[config.mk]
export PLATFORM = sky130hd
export DESIGN_NAME = mux_nin_reg
export DESIGN_NICKNAME = d
export VERILOG_FILES = /design/src/rtl/mux_nin_reg.sv
export SDC_FILE = /design/constraint.sdc
export NUM_CORES = 1
export LEC_CHECK = 0
export CORE_ASPECT_RATIO = 0.8
export CORE_MARGIN = 3
export CORE_UTILIZATION = 38
export DETAILED_ROUTE_END_ITERATION = 10
export PLACE_DENSITY = 0.83
export SLEW_MARGIN = 20
export SYNTH_ARGS = -nofsm -noshare
export SYNTH_HDL_FRONTEND = slang
export SYNTH_SLANG_ARGS = --single-unit
[constraint.sdc]
create_clock -name clk -period 3.6 [get_ports clk]
set_input_delay 0.9 -clock clk [delete_from_list [all_inputs] [get_ports clk]]
set_output_delay 0.9 -clock clk [all_outputs]
set_load 0.02 [all_outputs]
[src/rtl/mux_nin_reg.sv]
// N-input W-bit selector with a registered one-entry valid/ready output.
// Direct-select or round-robin grant among valid producers.
module mux_nin_reg #(
  parameter int DATA_W = 32,
  parameter int N_IN   = 4,
  localparam int SEL_W = (N_IN > 2) ? $clog2(N_IN) : 1
) (
  input  logic                   clk,
  input  logic                   reset,
  input  logic                   mode,
  input  logic [SEL_W-1:0]       select,
  input  logic [N_IN*DATA_W-1:0] in_data,
  input  logic [N_IN-1:0]        in_valid,
  output logic [N_IN-1:0]        in_ready,
  output logic [DATA_W-1:0]      out_data,
  output logic [SEL_W-1:0]       out_src,
  output logic                   out_valid,
  input  logic                   out_ready,
  output logic                   err_sel
);

  logic              load_en;
  logic              gnt_vld;
  logic [SEL_W-1:0]  gnt_idx;
  logic [SEL_W-1:0]  ptr;
  logic [SEL_W-1:0]  ptr_nxt;
  logic [DATA_W-1:0] gnt_data;
  logic              sel_ok;
  logic              xfer;
  logic              illegal;
  int                rr_j;

  assign load_en = !out_valid || out_ready;
  assign sel_ok  = int'(select) < N_IN;
  assign illegal = !mode && !sel_ok && (|in_valid);
  assign xfer    = load_en && gnt_vld && !reset;

  // Grant: direct index in mode 0, first valid from ptr upward in mode 1.
  always_comb begin
    gnt_vld = 1'b0;
    gnt_idx = '0;
    rr_j    = 0;
    if (!mode) begin
      gnt_idx = select;
      for (int i = 0; i < N_IN; i++) begin
        if (select == SEL_W'(i) && in_valid[i]) gnt_vld = 1'b1;
      end
    end else begin
      for (int k = 0; k < N_IN; k++) begin
        rr_j = int'(ptr) + k;
        if (rr_j >= N_IN) rr_j = rr_j - N_IN;
        if (!gnt_vld && in_valid[rr_j]) begin
          gnt_vld = 1'b1;
          gnt_idx = SEL_W'(rr_j);
        end
      end
    end
  end

  // Word mux and one-hot ready toward the granted producer.
  always_comb begin
    gnt_data = '0;
    in_ready = '0;
    for (int i = 0; i < N_IN; i++) begin
      if (gnt_idx == SEL_W'(i)) begin
        gnt_data    = in_data[i*DATA_W +: DATA_W];
        in_ready[i] = xfer;
      end
    end
  end

  assign ptr_nxt = (gnt_idx == SEL_W'(N_IN - 1)) ? '0 : gnt_idx + 1'b1;

  // Output buffer, round-robin pointer and error pulse.
  always_ff @(posedge clk) begin
    if (reset) begin
      out_valid <= 1'b0;
      out_data  <= '0;
      out_src   <= '0;
      err_sel   <= 1'b0;
      ptr       <= '0;
    end else begin
      err_sel <= illegal;
      if (xfer) begin
        out_valid <= 1'b1;
        out_data  <= gnt_data;
        out_src   <= gnt_idx;
        if (mode) ptr <= ptr_nxt;
      end else if (load_en) begin
        out_valid <= 1'b0;
      end
    end
  end

endmodule

==> summary.md, run 1 <==
| Metric | Value |
|---|---|
| Mapped cell area | 2850 um2 |
| Mapped Nets | 499 |
| Slowest cell on the critical path | clkdlybuf4s50_1 |
| Grt total ovfl | 0 |
| Adder-Cell Fraction of Synth Area | under 10% |
| Final hold slack | 0.581 ns |
| Final hold violation count | 0 |
| Root buf cell | clkbuf_8 |
| Clk slew on worst S/H paths | approximately 0.080 ns |
| H-tree levels | 2 |
| Commonest non-fill, non-tap cells in the layout | 168 x clkdlybuf4s50_1, 64 x nor2b_1, 37 x dfxtp_1, 36 x o21ai_0, 32 x a221oi_1 |
| Leak Pwr | 1.76 nW |
| Area post-placement | between 4000 and 5000 um2 |
| Slew @ Worst Pin | 0.629 ns |
| Worst Hold Launch | out_data[29]$_SDFFE_PP0P_ |
| Startpoint Class | primary input |
| Fmax | between 0.2 and 0.3 GHz |
| Xor and xnor fraction of the mapped netlist area | 0% |
| Status | finished, final reports clean |
| Crit share post-route | 95.9% |
| Arr. time, crit path | 2.55 ns |
| Routed wire length | 10.3 mm |
| PD cells | ~340 nW/um2 |
| Design Power | 1.67 mW |
| Simple-gate share of the synthesized area | 24.0% |
| First-pass GRT wire length | 15.7 mm |
| Cells after synthesis | 357 |
| Vias in the first global route | 3165 |
| Row count | 27 |
| Antenna Nets Post-Route | 0 |
| Nets@finish | 668 |
| Ant diodes | 0 |
| Fillers | 613 |
| HPWL Detailed | 7.66 mm |
| Crit. Startpoint | mode |
| Met3 wire length | ~960 um |
| Largest family of logic cells by synthesized area | compound AO/OA/AOI/OAI gates |
| Finished Cell Area | 4840 um2 |
| DIE AREA | 8590 um2 |
| Routed vias/inst | 5.40 |
| Num ports | 178 |
| Cell Chain, Critical Path | clkdlybuf4s50_1 -> inv_1 -> buf_4 -> a22oi_1 -> ha_1 -> and2_1 -> clkbuf_2 |
| Slew Viols, Final | 0 |
| Share of cells above drive strength 1 | 13.7% |
| Synthesized area per cell | 7.99 um2 |
| CTS buffer count | 5 |
| Distinct cells, synth | 42 |
| Drt drc | 0 |
| FF-to-FF Start | ptr[0]$_SDFFE_PP0P_ |
| Required time of the worst setup path | 2.70 ns |
| Vias | 3318 |
| Top FF cell, synth | dfxtp_1 |
| Skew final | 0.00826 ns |
| Dpl cells | 605 |
| Fin util | 68.3% |
| CP Capture Type | output port |
| CTS tree | yes |
| Top sig layer | met4 |
| Worst Hold Path Cells | 3 |
| Number of DRC markers in iteration 0 | 93 |
| Final setup fails | 0 |
| Final Critical Period | 3.45 ns |
| Worst relative slew slack | roughly 58% |
| Routed WL per cell | approximately 17 um |
| CTS Sinks | 37 |
| Hold Buf Count CTS | 0 |
| Routed met1 length | between 4 and 5 mm |
| Peak VDD IR | roughly 0.24 mV |
| Most common cell after layout, fill and taps aside | clkdlybuf4s50_1 |
| All-layer global routing usage | 22.7% |
| Height of the die | approximately 83 um |
| Mux contribution to synthesized area | roughly 1.1% |
| CP peak stage delay | 0.60 ns |
| CP max FO | 6 |
| Final Instance Count excl. Fillers | 614 |
| Core ar. | 7090 um2 |
| Area grow syn2layout | 69.7% |
| Synth Area in Compound Gates | between 30% and 40% |
| Initial Utilization | 40.2% |
| TritonRoute pass-1 iters | 4 |
| I/O Buffers | 176 |
| RSZ-0062 raised after global routing | false |
| Clk buf depth | 2 |
| Post-synth EDFFs | 0 |
| FF-to-FF path depth | 12 |
| Largest net degree at the start of global routing | 65 |
| Wire length on met2 | ~5.1 mm |
| Post-synthesis async set-or-reset flop share | 0% |
| Gpl congestion | 0.841 |
| Register area share after synthesis | about a quarter |
| WS Path Type | in2out |
| Hold crit path type | reg2reg |
| Initial antenna violation count | 0 |
| Clk Latency, worst-skew pair | just under 0.3 ns |
| Synthesis-stage register bit count | 37 |
| Die Width | 103 um |
| Synth Warn # | 0 |
| Max-Cap Viols | 0 |
-- metrics by stage --
stage,setup WS (ns),TNS (ns)
after detailed placement,-0.647,-12.69
final,0.146,0
after global placement,-0.533,-7.42
after CTS,0.00391,0
after floorplan,0.0691,0
after global routing,0.0359,0
-- worst max-delay path, delay by kind of cell --
kind,cells,cell delay [ns]
AND/OR/NAND/NOR,1,0.14
AO/OA/AOI/OAI,1,0.26
buffers and inverters,4,1.03
adder cells (fa/ha/maj),1,0.22
-- state kept, by name, indices dropped and copies added, names as in the netlist --
register / cells
out_data: 32
out_src: 2
ptr: 2
out_valid: 1
-- cells by family after synthesis --
| kind of cell | after synthesis |
|---|---|
| buffers and inverters | 44 |
| multiplexers | 2 |
| AO/OA/AOI/OAI | 148 |
| flip-flops | 37 |
| other | 1 |
| adder cells (fa/ha/maj) | 4 |
| AND/OR/NAND/NOR | 121 |
-- worst paths after layout --
kind,endpoint,slack (ns)
max reg2reg,out_data[20]$_SDFFE_PP0P_,0.75
min,out_data[29]$_SDFFE_PP0P_,0.58
min reg2reg,out_data[29]$_SDFFE_PP0P_,0.58
max,in_ready[0],0.15
-- repair_timing --
item / CTS / global route
setup buffers: 1 / 0
resized for setup: 18 / 6
endpoints found under the setup margin: 31 / 4
-- power by group --
part	internal, mW	switching (mW)	total, mW	leakage (nW)
Combinational	0.408	0.351	0.759	1.39
Sequential	0.464	0.0269	0.491	0.305
Clock	0.275	0.145	0.420	0.0681
Total	1.15	0.523	1.67	1.76
-- layer usage --
metal  track usage, %  up-vias
li1                 -     1651
met1             25.9     1536
met2             40.6      118
met3             7.35       13
met4             5.18        0
met5                0        -
-- Yosys cell counts (2+ instances only) --
master | n | area (um2)
nor2b_1 | 65 | 407
dfxtp_1 | 37 | 741
o21ai_0 | 37 | 185
a221oi_1 | 34 | 298
nand2_1 | 31 | 116
o31a_1 | 31 | 272
clkbuf_1 | 29 | 109
o21ai_2 | 23 | 201
inv_1 | 8 | 30.0
o21ai_1 | 7 | 35.0
nor2_1 | 6 | 22.5
a21oi_1 | 5 | 25.0
and2_1 | 4 | 25.0
ha_1 | 4 | 50.1
nand2b_1 | 4 | 25.0
a211oi_1 | 3 | 22.5
buf_12 | 3 | 60.1
nand3b_1 | 2 | 15.0
-- cell type report --
cell class | instances | area, um2 | share of cell area [%]
Clock inverter | 3 | 65.1 | 1.34
Tap cell | 87 | 109 | 2.25
Sequential cell | 37 | 741 | 15.3
Timing Repair Buffer | 198 | 1920 | 39.6
Multi-Input combinational cell | 276 | 1910 | 39.4
Inverter | 8 | 30.0 | 0.620
Clock buffer | 5 | 68.8 | 1.42
No activity file was read; power rests on OpenSTA's default activity.
==> run 2, diff against run 1 <==
GPL_TIMING_DRIVEN = 1   (was not set)
==> results of run 2 <==
Same layout as run 1: the final DEF is identical, and so are final timing and power.
